`src/rtl/dmem_arb_pkg.sv`:
```
// Shared types and constants for the two-port data-memory arbiter.
package dmem_arb_pkg;

  typedef enum logic [1:0] {
    IDLE = 2'd0,
    OWN0 = 2'd1,
    OWN1 = 2'd2
  } arb_state_e;

  localparam int DEF_LOCK_MAX = 16;
  localparam int NUM_PORTS    = 2;
  localparam int NUM_LANES    = 4;

  function automatic arb_state_e own_state(input logic port);
    return port ? OWN1 : OWN0;
  endfunction

  // Counter wide enough to hold LOCK_MAX-1 with headroom for the increment.
  function automatic int lock_cnt_width(input int lock_max);
    return (lock_max > 1) ? $clog2(lock_max) + 1 : 1;
  endfunction

endpackage

```
`src/rtl/dmem_arbiter_if.sv`:
```
// Requester and memory-side signals of the data-memory arbiter.
interface dmem_arbiter_if #(
  parameter int DATA_WIDTH    = 32,
  parameter int ADDRESS_WIDTH = 9
);
  import dmem_arb_pkg::*;

  logic                     req0;
  logic                     lock0;
  logic                     we0;
  logic [NUM_LANES-1:0]     be0;
  logic [ADDRESS_WIDTH-1:0] addr0;
  logic [DATA_WIDTH-1:0]    wdata0;
  logic                     gnt0;
  logic                     rvalid0;
  logic [DATA_WIDTH-1:0]    rdata0;

  logic                     req1;
  logic                     lock1;
  logic                     we1;
  logic [NUM_LANES-1:0]     be1;
  logic [ADDRESS_WIDTH-1:0] addr1;
  logic [DATA_WIDTH-1:0]    wdata1;
  logic                     gnt1;
  logic                     rvalid1;
  logic [DATA_WIDTH-1:0]    rdata1;

  logic [ADDRESS_WIDTH-1:0] A;
  logic [DATA_WIDTH-1:0]    WD;
  logic                     WE0;
  logic                     WE1;
  logic                     WE2;
  logic                     WE3;
  logic [DATA_WIDTH-1:0]    RD;

  // Arbiter view.
  modport slave (
    input  req0, lock0, we0, be0, addr0, wdata0,
    input  req1, lock1, we1, be1, addr1, wdata1,
    input  RD,
    output gnt0, rvalid0, rdata0,
    output gnt1, rvalid1, rdata1,
    output A, WD, WE0, WE1, WE2, WE3
  );

  // Requester/memory view.
  modport master (
    output req0, lock0, we0, be0, addr0, wdata0,
    output req1, lock1, we1, be1, addr1, wdata1,
    output RD,
    input  gnt0, rvalid0, rdata0,
    input  gnt1, rvalid1, rdata1,
    input  A, WD, WE0, WE1, WE2, WE3
  );

endinterface

```
`src/rtl/rr_pick2.sv`:
```
// Two-way round-robin pick: on contention the port that did not win last time wins.
module rr_pick2 (
  input  logic [1:0] req,
  input  logic       last,
  output logic [1:0] grant
);

  always_comb begin
    grant = req;
    if (req == 2'b11) begin
      grant = last ? 2'b01 : 2'b10;
    end
  end

endmodule

```
`src/rtl/dmem_arbiter.sv`:
```
// Two-port data-memory arbiter with round-robin contention, bounded port locking
// and a one-cycle registered read return per port.
module dmem_arbiter
  import dmem_arb_pkg::*;
#(
  parameter int DATA_WIDTH    = 32,
  parameter int ADDRESS_WIDTH = 9,
  parameter int LOCK_MAX      = DEF_LOCK_MAX
) (
  input logic           CLK,
  input logic           RST,
  dmem_arbiter_if.slave bus
);

  localparam int               CNT_W     = lock_cnt_width(LOCK_MAX);
  localparam logic [CNT_W-1:0] LOCK_LAST = CNT_W'(LOCK_MAX - 1);

  arb_state_e               state_reg;
  arb_state_e               state_next;
  logic                     last_grant_reg;
  logic                     last_grant_next;
  logic [CNT_W-1:0]         lock_cnt_reg;
  logic [CNT_W-1:0]         lock_cnt_next;
  logic [CNT_W-1:0]         lock_cnt_inc;

  logic [NUM_PORTS-1:0]     req_vec;
  logic [NUM_PORTS-1:0]     lock_vec;
  logic [NUM_PORTS-1:0]     we_vec;
  logic [NUM_LANES-1:0]     be_vec    [NUM_PORTS];
  logic [ADDRESS_WIDTH-1:0] addr_vec  [NUM_PORTS];
  logic [DATA_WIDTH-1:0]    wdata_vec [NUM_PORTS];

  logic [NUM_PORTS-1:0]     rr_grant;
  logic [NUM_PORTS-1:0]     gnt_vec;
  logic                     gnt_any;
  logic                     gnt_port;
  logic                     own_port;

  logic [ADDRESS_WIDTH-1:0] sel_addr;
  logic [DATA_WIDTH-1:0]    sel_wdata;
  logic                     sel_we;
  logic [NUM_LANES-1:0]     sel_be;
  logic [NUM_LANES-1:0]     we_lane;

  logic [NUM_PORTS-1:0]     rvalid_vec;
  logic [DATA_WIDTH-1:0]    rdata_vec [NUM_PORTS];

  genvar gi;

  assign req_vec      = {bus.req1, bus.req0};
  assign lock_vec     = {bus.lock1, bus.lock0};
  assign we_vec       = {bus.we1, bus.we0};
  assign be_vec[0]    = bus.be0;
  assign be_vec[1]    = bus.be1;
  assign addr_vec[0]  = bus.addr0;
  assign addr_vec[1]  = bus.addr1;
  assign wdata_vec[0] = bus.wdata0;
  assign wdata_vec[1] = bus.wdata1;

  rr_pick2 u_pick (
    .req   (req_vec),
    .last  (last_grant_reg),
    .grant (rr_grant)
  );

  // Grant is combinational in the request cycle; an owner excludes the other port.
  always_comb begin
    gnt_vec = '0;
    if (!RST) begin
      case (state_reg)
        IDLE:    gnt_vec    = rr_grant;
        OWN0:    gnt_vec[0] = req_vec[0];
        OWN1:    gnt_vec[1] = req_vec[1];
        default: gnt_vec    = '0;
      endcase
    end
  end

  assign gnt_any      = |gnt_vec;
  assign gnt_port     = gnt_vec[1];
  assign own_port     = (state_reg == OWN1);
  assign lock_cnt_inc = lock_cnt_reg + CNT_W'(1);

  always_comb begin
    state_next      = state_reg;
    last_grant_next = last_grant_reg;
    lock_cnt_next   = lock_cnt_reg;
    if (gnt_any) begin
      last_grant_next = gnt_port;
    end
    case (state_reg)
      IDLE: begin
        lock_cnt_next = '0;
        if (gnt_any && lock_vec[gnt_port] && (lock_cnt_reg < LOCK_LAST)) begin
          state_next = own_state(gnt_port);
        end
      end
      OWN0, OWN1: begin
        // Hitting the lock limit releases the bus; last_grant already names the
        // owner, so the other port wins the next contention.
        if (!req_vec[own_port] || !lock_vec[own_port] || (lock_cnt_inc >= LOCK_LAST)) begin
          state_next    = IDLE;
          lock_cnt_next = '0;
        end else begin
          lock_cnt_next = lock_cnt_inc;
        end
      end
      default: begin
        state_next    = IDLE;
        lock_cnt_next = '0;
      end
    endcase
  end

  always_ff @(posedge CLK) begin
    if (RST) begin
      state_reg      <= IDLE;
      last_grant_reg <= 1'b1;
      lock_cnt_reg   <= '0;
    end else begin
      state_reg      <= state_next;
      last_grant_reg <= last_grant_next;
      lock_cnt_reg   <= lock_cnt_next;
    end
  end

  always_comb begin
    sel_addr  = '0;
    sel_wdata = '0;
    sel_we    = 1'b0;
    sel_be    = '0;
    if (gnt_any) begin
      sel_addr  = addr_vec[gnt_port];
      sel_wdata = wdata_vec[gnt_port];
      sel_we    = we_vec[gnt_port];
      sel_be    = be_vec[gnt_port];
    end
  end

  for (gi = 0; gi < NUM_LANES; gi++) begin : g_lane
    assign we_lane[gi] = gnt_any & sel_we & sel_be[gi];
  end

  // Per-port read return; reset also masks an rvalid already in flight.
  for (gi = 0; gi < NUM_PORTS; gi++) begin : g_port
    logic                  rvalid_reg;
    logic [DATA_WIDTH-1:0] rdata_reg;

    always_ff @(posedge CLK) begin
      if (RST) begin
        rvalid_reg <= 1'b0;
        rdata_reg  <= '0;
      end else begin
        rvalid_reg <= gnt_vec[gi] & ~we_vec[gi];
        if (gnt_vec[gi] && !we_vec[gi]) begin
          rdata_reg <= bus.RD;
        end
      end
    end

    assign rvalid_vec[gi] = rvalid_reg & ~RST;
    assign rdata_vec[gi]  = rdata_reg;
  end

  assign bus.gnt0    = gnt_vec[0];
  assign bus.gnt1    = gnt_vec[1];
  assign bus.rvalid0 = rvalid_vec[0];
  assign bus.rvalid1 = rvalid_vec[1];
  assign bus.rdata0  = rdata_vec[0];
  assign bus.rdata1  = rdata_vec[1];

  assign bus.A   = sel_addr;
  assign bus.WD  = sel_wdata;
  assign bus.WE0 = we_lane[0];
  assign bus.WE1 = we_lane[1];
  assign bus.WE2 = we_lane[2];
  assign bus.WE3 = we_lane[3];

endmodule

```
`src/flat_wrapper.sv`:
```
// flat-port wrapper written by rule: the top's interface ports become plain ports
module dmem_arbiter_flat import dmem_arb_pkg::*;
#(
  parameter int DATA_WIDTH    = 32,
  parameter int ADDRESS_WIDTH = 9,
  parameter int LOCK_MAX      = DEF_LOCK_MAX
)
  (CLK, RST, bus_req0, bus_lock0, bus_we0, bus_be0, bus_addr0, bus_wdata0, bus_req1, bus_lock1, bus_we1, bus_be1, bus_addr1, bus_wdata1, bus_RD, bus_gnt0, bus_rvalid0, bus_rdata0, bus_gnt1, bus_rvalid1, bus_rdata1, bus_A, bus_WD, bus_WE0, bus_WE1, bus_WE2, bus_WE3);
  dmem_arbiter_if #(.DATA_WIDTH(DATA_WIDTH), .ADDRESS_WIDTH(ADDRESS_WIDTH)) bus_i ();
  input logic CLK;
  input logic RST;
  input wire logic [$bits(bus_i.req0)-1:0] bus_req0;
  input wire logic [$bits(bus_i.lock0)-1:0] bus_lock0;
  input wire logic [$bits(bus_i.we0)-1:0] bus_we0;
  input wire logic [$bits(bus_i.be0)-1:0] bus_be0;
  input wire logic [$bits(bus_i.addr0)-1:0] bus_addr0;
  input wire logic [$bits(bus_i.wdata0)-1:0] bus_wdata0;
  input wire logic [$bits(bus_i.req1)-1:0] bus_req1;
  input wire logic [$bits(bus_i.lock1)-1:0] bus_lock1;
  input wire logic [$bits(bus_i.we1)-1:0] bus_we1;
  input wire logic [$bits(bus_i.be1)-1:0] bus_be1;
  input wire logic [$bits(bus_i.addr1)-1:0] bus_addr1;
  input wire logic [$bits(bus_i.wdata1)-1:0] bus_wdata1;
  input wire logic [$bits(bus_i.RD)-1:0] bus_RD;
  output wire logic [$bits(bus_i.gnt0)-1:0] bus_gnt0;
  output wire logic [$bits(bus_i.rvalid0)-1:0] bus_rvalid0;
  output wire logic [$bits(bus_i.rdata0)-1:0] bus_rdata0;
  output wire logic [$bits(bus_i.gnt1)-1:0] bus_gnt1;
  output wire logic [$bits(bus_i.rvalid1)-1:0] bus_rvalid1;
  output wire logic [$bits(bus_i.rdata1)-1:0] bus_rdata1;
  output wire logic [$bits(bus_i.A)-1:0] bus_A;
  output wire logic [$bits(bus_i.WD)-1:0] bus_WD;
  output wire logic [$bits(bus_i.WE0)-1:0] bus_WE0;
  output wire logic [$bits(bus_i.WE1)-1:0] bus_WE1;
  output wire logic [$bits(bus_i.WE2)-1:0] bus_WE2;
  output wire logic [$bits(bus_i.WE3)-1:0] bus_WE3;
  assign bus_i.req0 = bus_req0;
  assign bus_i.lock0 = bus_lock0;
  assign bus_i.we0 = bus_we0;
  assign bus_i.be0 = bus_be0;
  assign bus_i.addr0 = bus_addr0;
  assign bus_i.wdata0 = bus_wdata0;
  assign bus_i.req1 = bus_req1;
  assign bus_i.lock1 = bus_lock1;
  assign bus_i.we1 = bus_we1;
  assign bus_i.be1 = bus_be1;
  assign bus_i.addr1 = bus_addr1;
  assign bus_i.wdata1 = bus_wdata1;
  assign bus_i.RD = bus_RD;
  assign bus_gnt0 = bus_i.gnt0;
  assign bus_rvalid0 = bus_i.rvalid0;
  assign bus_rdata0 = bus_i.rdata0;
  assign bus_gnt1 = bus_i.gnt1;
  assign bus_rvalid1 = bus_i.rvalid1;
  assign bus_rdata1 = bus_i.rdata1;
  assign bus_A = bus_i.A;
  assign bus_WD = bus_i.WD;
  assign bus_WE0 = bus_i.WE0;
  assign bus_WE1 = bus_i.WE1;
  assign bus_WE2 = bus_i.WE2;
  assign bus_WE3 = bus_i.WE3;
  dmem_arbiter #(.DATA_WIDTH(DATA_WIDTH), .ADDRESS_WIDTH(ADDRESS_WIDTH), .LOCK_MAX(LOCK_MAX)) u_core (.CLK(CLK), .RST(RST), .bus(bus_i));
endmodule
```
`config.mk`:
```
export PLATFORM = sky130hd
export DESIGN_NAME = dmem_arbiter_flat
export DESIGN_NICKNAME = d
export VERILOG_FILES = /design/src/rtl/dmem_arb_pkg.sv /design/src/rtl/dmem_arbiter_if.sv /design/src/rtl/rr_pick2.sv /design/src/rtl/dmem_arbiter.sv /design/src/flat_wrapper.sv
export SDC_FILE = /design/constraint.sdc
export NUM_CORES = 1
export LEC_CHECK = 0
export ABC_AREA = 0
export CAP_MARGIN = 20
export CORE_MARGIN = 3
export CORE_UTILIZATION = 36
export CTS_BUF_LIST = sky130_fd_sc_hd__clkbuf_2 sky130_fd_sc_hd__clkbuf_4 sky130_fd_sc_hd__clkbuf_8
export DETAILED_ROUTE_END_ITERATION = 8
export PLACE_DENSITY = 0.9
export SLEW_MARGIN = 40
export SYNTH_ARGS = -nofsm -noshare
export SYNTH_HDL_FRONTEND = slang
export SYNTH_SLANG_ARGS = --single-unit
```
`constraint.sdc`:
```
create_clock -name CLK -period 3.45 [get_ports CLK]
set_clock_uncertainty 0.05 [all_clocks]
set_input_delay 1.035 -clock CLK [delete_from_list [all_inputs] [get_ports CLK]]
set_output_delay 1.035 -clock CLK [all_outputs]
set_load 0.005 [all_outputs]
```
* Word level (Yosys, flattened, before mapping) *
Index checks and enable logic that the tools add are counted.

word-level totals
  register bits after elaboration = 74
  bits of input ports = 130

cells by class
  add/subtract/negate cells = 1
  $lt $le $gt $ge = 5
  eq/ne operators = 5
  multiplexer cells = 30
  bitwise gates (word level) = 14
  reduce and logical (&&, ||, !) cells = 15

operators by type and width
  kind                                                                   count
  32-bit two-way mux                                                     4
  9-bit two-way mux                                                      4
  4-bit two-way mux                                                      4
  2-bit two-way mux                                                      6
  1-bit bitwise AND                                                      9
  1-bit two-way mux                                                      9
  5-bit by 1-bit adder with 5-bit output, second input constant          1
  5-bit by 4-bit >= comparator with 1-bit output, second input constant  1
  5-bit by 4-bit < comparator with 1-bit output, second input constant   1
  2-bit equality test, second input constant                             2
  1-bit logical AND                                                      4
  1-bit logical NOT                                                      4
  1-bit by 2-bit < comparator with 1-bit output, second input constant   2
  2-bit by 1-bit != test with 1-bit output, second input constant        2
  1-bit NOT                                                              4
  1-bit one-hot mux with 2 select lines                                  2
  2-bit one-hot mux with 2 select lines                                  1
  2-bit OR reduction                                                     2
  3-bit OR reduction                                                     1
  2-bit by 1-bit equality test with 1-bit output, second input constant  1
  2-bit >= comparator, second input constant                             1
  2-bit logical NOT                                                      1
  1-bit logical OR                                                       2
  1-bit NOT with 2-bit output                                            1
  2-bit AND reduction                                                    1

* Depth between registers and ports, before layout *
Gate-level depths: netlist (run 1).

  depth after elaboration = 10
  gate-level depth with buffers = 9

* Cells and area by module *
A second synthesis (run 1) with hierarchy kept.

second synthesis, totals
  cell total of the unflattened synthesis = 416
  area, all modules = 3562.2 um^2

by module, submodules not included
  module        instances  cells each  area an instance (um^2)  seq. area each (um^2)
  dmem_arbiter  1          413         3543.4                   1481.4
  rr_pick2      1          3           18.8                     0.0

* Worst setup path after synthesis (run 1) *
OpenSTA, ideal clock, no wires.

  kind = in2out
  from = in bus_req1
  to = out bus_A[0]
  arrival time = 2.108 ns
  required time = 2.365 ns
  path slack = 0.257 ns
  stages = 7
  path buffers = 2
  cell sequence = buf_6 > nand2b_2 > a31oi_1 > or2_1 > a21oi_4 > buf_4 > a22o_1

on the way
  word-level cells in the longest chain between the ends = 9
  elaborated cells on any way between the ends = 11
  classes of those cells = eq/ne: 1; mux: 8; bitwise: 1; reduce/logical: 1

RTL lines
  item                                                   line                 text
  from (decl)                                            flat_wrapper.sv:18   input wire logic [$bits(bus_i.req1)-1:0] bus_req1;
  2-bit equality test                                    rr_pick2.sv:10       if (req == 2'b11) begin
  2-bit two-way mux                                      rr_pick2.sv:10
  1-bit one-hot mux with 2 select lines                  dmem_arbiter.sv:70   case (state_reg)
  2-bit two-way mux (*)                                  dmem_arbiter.sv:69   if (!RST) begin
  1-bit NOT with 2-bit output (not written as such)      dmem_arbiter.sv:133  sel_addr = addr_vec[gnt_port];
  9-bit two-way mux (not written as such) (3 in series)  dmem_arbiter.sv:133
  9-bit two-way mux (*)                                  dmem_arbiter.sv:132  if (gnt_any) begin
  to (decl)                                              flat_wrapper.sv:31   output wire logic [$bits(bus_i.A)-1:0] bus_A;

Mark *: on every way between the ends. The rest lies on a longest branch, timed or not. The select of a mux whose other input is x is not followed.

* Worst setup path after layout (run 1) *
  from = in bus_req1
  to = out bus_WE2

on the way
  word-level cells in the longest chain between the ends = 10
  elaborated cells on any way between the ends = 16
  classes of those cells = eq/ne: 1; mux: 11; bitwise: 3; reduce/logical: 1

RTL lines
  item                                                   line                 text
  2-bit equality test                                    rr_pick2.sv:10
  2-bit two-way mux                                      rr_pick2.sv:10
  1-bit one-hot mux with 2 select lines                  dmem_arbiter.sv:70
  2-bit two-way mux (*)                                  dmem_arbiter.sv:69
  1-bit NOT with 2-bit output (not written as such)      dmem_arbiter.sv:136  sel_be = be_vec[gnt_port];
  4-bit two-way mux (not written as such) (3 in series)  dmem_arbiter.sv:136
  4-bit two-way mux                                      dmem_arbiter.sv:132
  1-bit bitwise AND (*)                                  dmem_arbiter.sv:141  assign we_lane[gi] = gnt_any & sel_we & sel_be[gi];
  to (decl)                                              flat_wrapper.sv:35   output wire logic [$bits(bus_i.WE2)-1:0] bus_WE2;

Marks and branches as above.

==> impl_metrics.yaml, run 1 <==
status:
  status: "finished with violations"
  failed_checks: "negative setup slack"
logic_synthesis:
  synth_cells: 406
  synth_flop_cell: "dfxtp_1"
  synthArstFlopShare_pct: 0
  ys_warn_count: 0
  synth-edff-count: 0
  ys_types: 43
  synth_area_leaders: "dfxtp_1 (42%), nand2_1 (12%), a22o_1 (10%)"
  synth_seq_cells: 74
  syn_area_um2: 3497
  yosys.area.top_type_share_pct: 42.36
  syn_area_per_cell_um2: 8.614
  yosysTopAreaCell: "dfxtp_1"
  ys_seq_area_share_pct: 42.36
  synth_fp_nets: 542
setup_path:
  r2r_end: "u_core.bus.rdata1[17]$_SDFFE_PP0P_"
  endpoint: "bus_WE2"
  path_depth: 11
  cp_num_buf_inv: 6
  criticalPathCategory: "primary input to output port"
  cp_max_fo: 4
  crit_family: "buffers and inverters"
  startpoint: "bus_req1"
  reg2reg_slack_ns: 1.24
  endpoint_kind: "output port"
  rr_worst_depth: 9
  cp-start-kind: "primary input"
  crit_chain: "buf_8 -> nand2b_4 -> a31oi_4 -> or2_4 -> a21oi_4 -> buf_6 -> buf_6 -> buf_6 -> buf_6 -> a32o_1 -> buf_2"
  cp_slowest_cell: "or2_4"
  regToRegStartpoint: "u_core.state_reg[0]$_SDFFE_PP0P_"
  arrival_ns: 2.44
  cp.required_ns: 2.36
  cp_common_cell: "buf_6"
  cpPeakStageDelay_ns: 0.28
placement:
  pre_cts_ws_ns: -0.7245
  dpl-instance-area_um2: 6002
  hpwlAfterDp_um: 10650
  numPortBuffers: 242
  gp_congestion: 0.9597
  place_inst: 763
floorplan:
  rows: 35
  die_h_um: 104.6
  num_io_pins: 243
  dieArea_um2: 10930
  start_util_pct: 37.49
  core_um2: 9328
  die_w_um: 104.6
global_route:
  antenna_found_initial: 1
  grt_pass1_vias: 4026
  grt_max_degree: 41
  overflow: 0
  grt_first_pass_wirelength_um: 21230
  grt_usage_pct: 24.31
cells_and_area:
  layout_common_cells: "clkdlybuf4s50_1 (194), nand2_1 (114), dfxtp_1 (74), a22o_1 (41), a21oi_1 (37)"
  layout.cells.non_filler: 791
  multi_input_area_um2: 1793
  synthToLayoutAreaGrowth_pct: 84.01
  diodes: 0
  n_fill_cell: 704
  seqCellArea_um2: 1481
  fin_nets: 794
  fin_util_pct: 68.99
  design_area_um2: 6435
  layout_commonest_cell: "clkdlybuf4s50_1"
  drive_above_1_share_pct: 17.52
drt:
  drc_errors: 0
  ant_nets: 0
  drtPass1Iterations: 4
  drt-initial-drc-count: 231
  routedWlPerCell_um: 18.02
  wl_um: 14260
  via_count: 3964
  avgViaCountPerCell: 5.011
power_and_ir_drop:
  cellLeakagePower_nw: 2.575
  ir_worst_vdd_uv: 272.9
  power_density_nw_per_um2: 467.5
sta:
  tightest_slew_ns: 0.5024
  fin_crit_ns: 3.527
  grt_setup_unrepaired: "true"
  hold_viol: 0
  relSlewSlack_pct: 66.51
  setup_slack_ns: -0.07749
  maxSlewViolCount: 0
  fmax_mhz: 283.5
  period_share_pct: 102.2
  setup_violations: 17
clocking:
  cts-root-buf: "clkbuf_8"
  cts_buffers: 9
  clockBufferDepth: 2
  clk_latency_ns: 0.33
  cts_tree: "yes"
  hold_buffers: 0
  htreeDepth: 3
  cts_sinks: 74
  clkTransAtPathRegs_ns: 0.07
min_path:
  holdCritStartpoint: "u_core.bus.rdata1[18]$_SDFFE_PP0P_"
  whs_path_depth: 2
  hold_path.class: "flip-flop to flip-flop"
run:
  maxCapViolations: 0
-- synth_stat cells, drive strengths merged, types with 2 or more instances --
cell type / instances
nand3: 3
nand2: 134
nor2b: 3
and3b: 2
a32o: 4
buf: 23
nor2: 5
a21oi: 67
a21boi: 2
nand2b: 2
a22o: 41
dfxtp: 74
clkbuf: 7
inv: 9
xor2: 2
ha: 6
nand4: 4
-- per-layer routing --
metal | share of wire [%] | up-vias | GRT usage [%]
li1 | - | 1889 | -
met1 | 35 | 1856 | 23.62
met2 | 53 | 178 | 46.22
met3 | 8.5 | 39 | 8.647
met4 | 3.6 | 2 | 9.877
met5 | 0.091 | - | 0
-- how the worst min path moves through the flow --
stage                                         endpoint
CTS                 u_core.bus.rdata1[18]$_SDFFE_PP0P_
finish              u_core.bus.rdata1[18]$_SDFFE_PP0P_
floorplan           u_core.last_grant_reg$_SDFFE_PP1P_
global placement     u_core.bus.rdata1[9]$_SDFFE_PP0P_
detailed placement  u_core.bus.rdata1[18]$_SDFFE_PP0P_
global route         u_core.bus.rdata1[8]$_SDFFE_PP0P_
-- through the flow --
| step | hold WS [ns] | power (mW) | setup TNS, ns |
|---|---|---|---|
| after floorplan | 0.3964 | 1.488 | 0 |
| after global placement | 0.3933 | 2.072 | -26.79 |
| after detailed placement | 0.3969 | 2.105 | -28.56 |
| after CTS | 0.4072 | 3.004 | -3.028 |
| after global routing | 0.4295 | 3.144 | -1.691 |
| final | 0.4047 | 3.008 | -0.3712 |
-- cells by family (layout without fill, tap and decap cells) --
group / Yosys count / count (layout) / share of synthesized area (%)
buf+inv: 40 / 296 / 7.478
xor+xnor: 3 / 3 / 0.7515
fa+ha+maj: 6 / 6 / 2.147
mux: 2 / 2 / 0.6082
other cells: 1 / 1 / 0.1072
flops: 74 / 74 / 42.36
compound gates: 121 / 121 / 26.40
simple gates: 159 / 159 / 20.14
-- tightest hold or removal path, cell delays in order, from the launching register on --
cell     delay (ns)
dfxtp_1        0.31
nand2_1        0.05
a21oi_1        0.05
-- repair_timing --
action / CTS / global route
pin swaps: 9 / 4
endpoints found under the setup margin: 47 / 41
resized for setup: 99 / 25
buffers inserted: 7 / 4
cloned: 4 / 1
-- layout make-up --
class,instances,area share [%]
Sequential cell,74,23.02
Multi-Input combinational cell,292,27.86
Timing Repair Buffer,271,42.23
Inverter,10,0.6611
Tap cell,129,2.508
Clock inverter,6,1.789
Clock buffer,9,1.925
-- report_power, final --
part           leakage (nW)  switching [mW]  internal (mW)
combinational          1.86           0.529          0.732
sequential            0.600          0.0344          0.918
clock                 0.116           0.315          0.480
total                  2.57           0.878           2.13
No activity file was read; power rests on OpenSTA's default activity.
==> run 2, diff against run 1 <==
ABC_AREA = 1   (was 0)
SKIP_LAST_GASP = 1   (was not set)
SLEW_MARGIN = 20   (was 40)
==> run 2 against run 1 <==
Effect of this change: the flow now finishes without violations; first-iteration DRC count is 3.9% higher; global-route usage is 1.9 points higher; utilization shrank 1.6 points; combinational power increased by 37%; synthesized cell count up 27%.
==> impl_metrics.yaml, run 2 <==
status:
  status: "finished, final reports clean"
power_and_ir_drop:
  ir_worst_vdd_uv: 326.6
  cellLeakagePower_nw: 2.749
  switching_share_pct: 36.10
  intPower_mw: 2.174
  p_seq_share_pct: 30.2
  p_switching_mw: 1.228
  p_clk_share_pct: 19.1
  power_density_nw_per_um2: 544.0
  total_power_mw: 3.403
  p_comb_share_pct: 50.8
drt:
  drtPass1Iterations: 5
  via_count: 4499
  avgViaCountPerCell: 5.027
  wl_um: 14980
  drc_errors: 0
  ant_nets: 0
  routedWlPerCell_um: 16.74
  drt-initial-drc-count: 240
global_route:
  grt_usage_pct: 26.23
  overflow: 0
  grt_pass1_vias: 4473
  grt_first_pass_wirelength_um: 23050
  antenna_found_initial: 0
  grt_max_degree: 70
sta:
  grt_setup_unrepaired: "true"
  relSlewSlack_pct: 59.42
  fin_crit_ns: 3.447
  period_share_pct: 99.92
  setup_violations: 0
  tightest_slew_ns: 0.6087
  maxSlewViolCount: 0
  fmax_mhz: 290.1
  hold_viol: 0
setup_path:
  arrival_ns: 2.36
  startpoint: "bus_req1"
  r2r_end: "u_core.bus.rdata0[17]$_SDFFE_PP0P_"
  endpoint_kind: "output port"
  rr_worst_depth: 11
  cp.required_ns: 2.36
  cp-start-kind: "primary input"
  endpoint: "bus_WD[6]"
  cp_max_fo: 11
  reg2reg_slack_ns: 1.18
  regToRegStartpoint: "u_core.state_reg[0]$_SDFFE_PP0P_"
  criticalPathCategory: "primary input to output port"
cells_and_area:
  layout_commonest_cell: "nor2_1"
  fin_nets: 897
  diodes: 0
  drive_above_1_share_pct: 14.10
  design_area_um2: 6255
  synthToLayoutAreaGrowth_pct: 80.80
  layout_common_cells: "nor2_1 (221), clkdlybuf4s50_1 (192), o21ai_0 (91), dfxtp_1 (74), buf_2 (23)"
logic_synthesis:
  synth.top_cells.by_count: "nor2_1 (226), o21ai_0 (99), dfxtp_1 (74)"
  synthAdderAreaFrac_pct: 2.170
  syn_area_per_cell_um2: 6.731
  yosys.area.top_type_share_pct: 42.82
  yosys.area_share.xor_xnor_pct: 0.7595
  synth-simple-area-share_pct: 30.24
  yosysTopAreaCell: "dfxtp_1"
  synth_seq_cells: 74
  synth_top_family_by_area: "simple AND/OR/NAND/NOR gates"
  synth.area.mux_share_pct: 0
  synthArstFlopShare_pct: 0
  synth-edff-count: 0
  syn_area_um2: 3460
  synth_compound_area_share_pct: 16.82
  synth_flop_cell: "dfxtp_1"
  ys_warn_count: 0
  ys_seq_area_share_pct: 42.82
  synth_area_leaders: "dfxtp_1 (43%), nor2_1 (25%), o21ai_0 (14%)"
  ys_types: 25
  synth_fp_nets: 650
  synth_cells: 514
  yosysMostFrequentCell: "nor2_1"
clocking:
  cts-root-buf: "clkbuf_8"
  clk_latency_ns: 0.34
  cts_buffers: 9
  cts_sinks: 74
  cts_tree: "yes"
  clkTransAtPathRegs_ns: 0.07
  clockBufferDepth: 2
  htreeDepth: 3
  hold_buffers: 0
floorplan:
  die_h_um: 104.0
  core_um2: 9284
  rows: 35
  num_io_pins: 243
  start_util_pct: 37.26
  die_w_um: 104.0
  dieArea_um2: 10820
placement:
  numPortBuffers: 242
  gp_congestion: 0.9121
  dpl-instance-area_um2: 6065
  hpwlAfterDp_um: 10880
min_path:
  hold_path.class: "flip-flop to flip-flop"
run:
  maxCapViolations: 0
## run 2: cell count changes after synthesis, moves of 16 or more
cell and delta:
a22o_1 -41, nand2_1 -93, nor2_1 +221, a21oi_1 -32
a21oi_2 -29, nand2_2 -16, o21ai_0 +99
## run 2: cell families (layout without fill, tap and decap cells)
| kind of cell | count (synthesis) | count (layout) |
|---|---|---|
| other cells | 1 | 1 |
| xor+xnor | 3 | 3 |
| buf+inv | 52 | 304 |
| compound gates | 113 | 113 |
| fa+ha+maj | 6 | 6 |
| flops | 74 | 74 |
| simple gates | 265 | 265 |
## run 2: repair_timing
action / CTS / global route
pin swaps: 15 / 15
setup endpoints to repair: 47 / 38
resized for setup: 139 / 45
gates cloned: 3 / 0
buffers inserted: 7 / 2
## run 2: final cells by class
class / instances / area [µm²]
clock buffers: 12 / 165.2
fillers: 760 / 3029
well taps: 129 / 161.4
clock inverters: 4 / 32.53
repair buffers: 269 / 2567
inverters: 19 / 76.32
multi-input cells: 388 / 1770
flip-flops and latches: 74 / 1481
## run 2: power by group through the flow
stage | clock network (mW) | logic, mW | registers (mW)
after floorplan | 0 | 0.714 | 1.04
after global placement | 0 | 1.61 | 1.04
after detailed placement | 0 | 1.67 | 1.04
after CTS | 0.664 | 1.73 | 1.03
after global routing | 0.707 | 1.87 | 1.04
final | 0.650 | 1.73 | 1.03
## run 2: worst max-delay path: stages
cell and delay, ns:
dlygate4sd2_1 0.26, inv_2 0.09, nor2_2 0.04, o21bai_2 0.12, nand2_2 0.09, nand2_4 0.09
buf_4 0.12, buf_12 0.11, o21ai_0 0.07, nor2_1 0.08, dlygate4sd2_1 0.25
## run 2: layer usage
metal,global-route usage [%],routed length [µm]
met5,0,0
met3,9.311,1409
met1,26.31,5211
met2,47.86,7645
met4,12.92,714
## run 2: how the worst min path moves through the flow
stage / start / end / depth (start not counted)
after floorplan: u_core.lock_cnt_reg[0]$_SDFF_PP0_ / u_core.lock_cnt_reg[0]$_SDFF_PP0_ / 1
after global placement: u_core.lock_cnt_reg[0]$_SDFF_PP0_ / u_core.lock_cnt_reg[0]$_SDFF_PP0_ / 1
after detailed placement: u_core.lock_cnt_reg[0]$_SDFF_PP0_ / u_core.lock_cnt_reg[0]$_SDFF_PP0_ / 1
after CTS: u_core.lock_cnt_reg[0]$_SDFF_PP0_ / u_core.lock_cnt_reg[0]$_SDFF_PP0_ / 1
after global routing: u_core.lock_cnt_reg[0]$_SDFF_PP0_ / u_core.lock_cnt_reg[0]$_SDFF_PP0_ / 1
final: u_core.lock_cnt_reg[0]$_SDFF_PP0_ / u_core.lock_cnt_reg[0]$_SDFF_PP0_ / 1
## run 2: through the flow
step           util (%)  setup TNS, ns  instances  hold WS, ns  setup WS (ns)
5_1_grt           67.37        -0.1471        895       0.4713       -0.05385
3_5_place_dp      65.32         -26.06        868       0.4309        -0.6744
2_1_floorplan         -              0        514       0.3912         0.4893
4_1_cts           68.38       -0.03946        894       0.4478       -0.03129
3_3_place_gp      65.32         -22.90        868       0.4029        -0.5535
6_report          67.37              0        895       0.4390       0.002592
==> run 3, diff against run 2 <==
GPL_ROUTABILITY_DRIVEN = 1   (was not set)
==> results of run 3 <==
The final DEF is identical to that of run 2; final timing and power are the same.
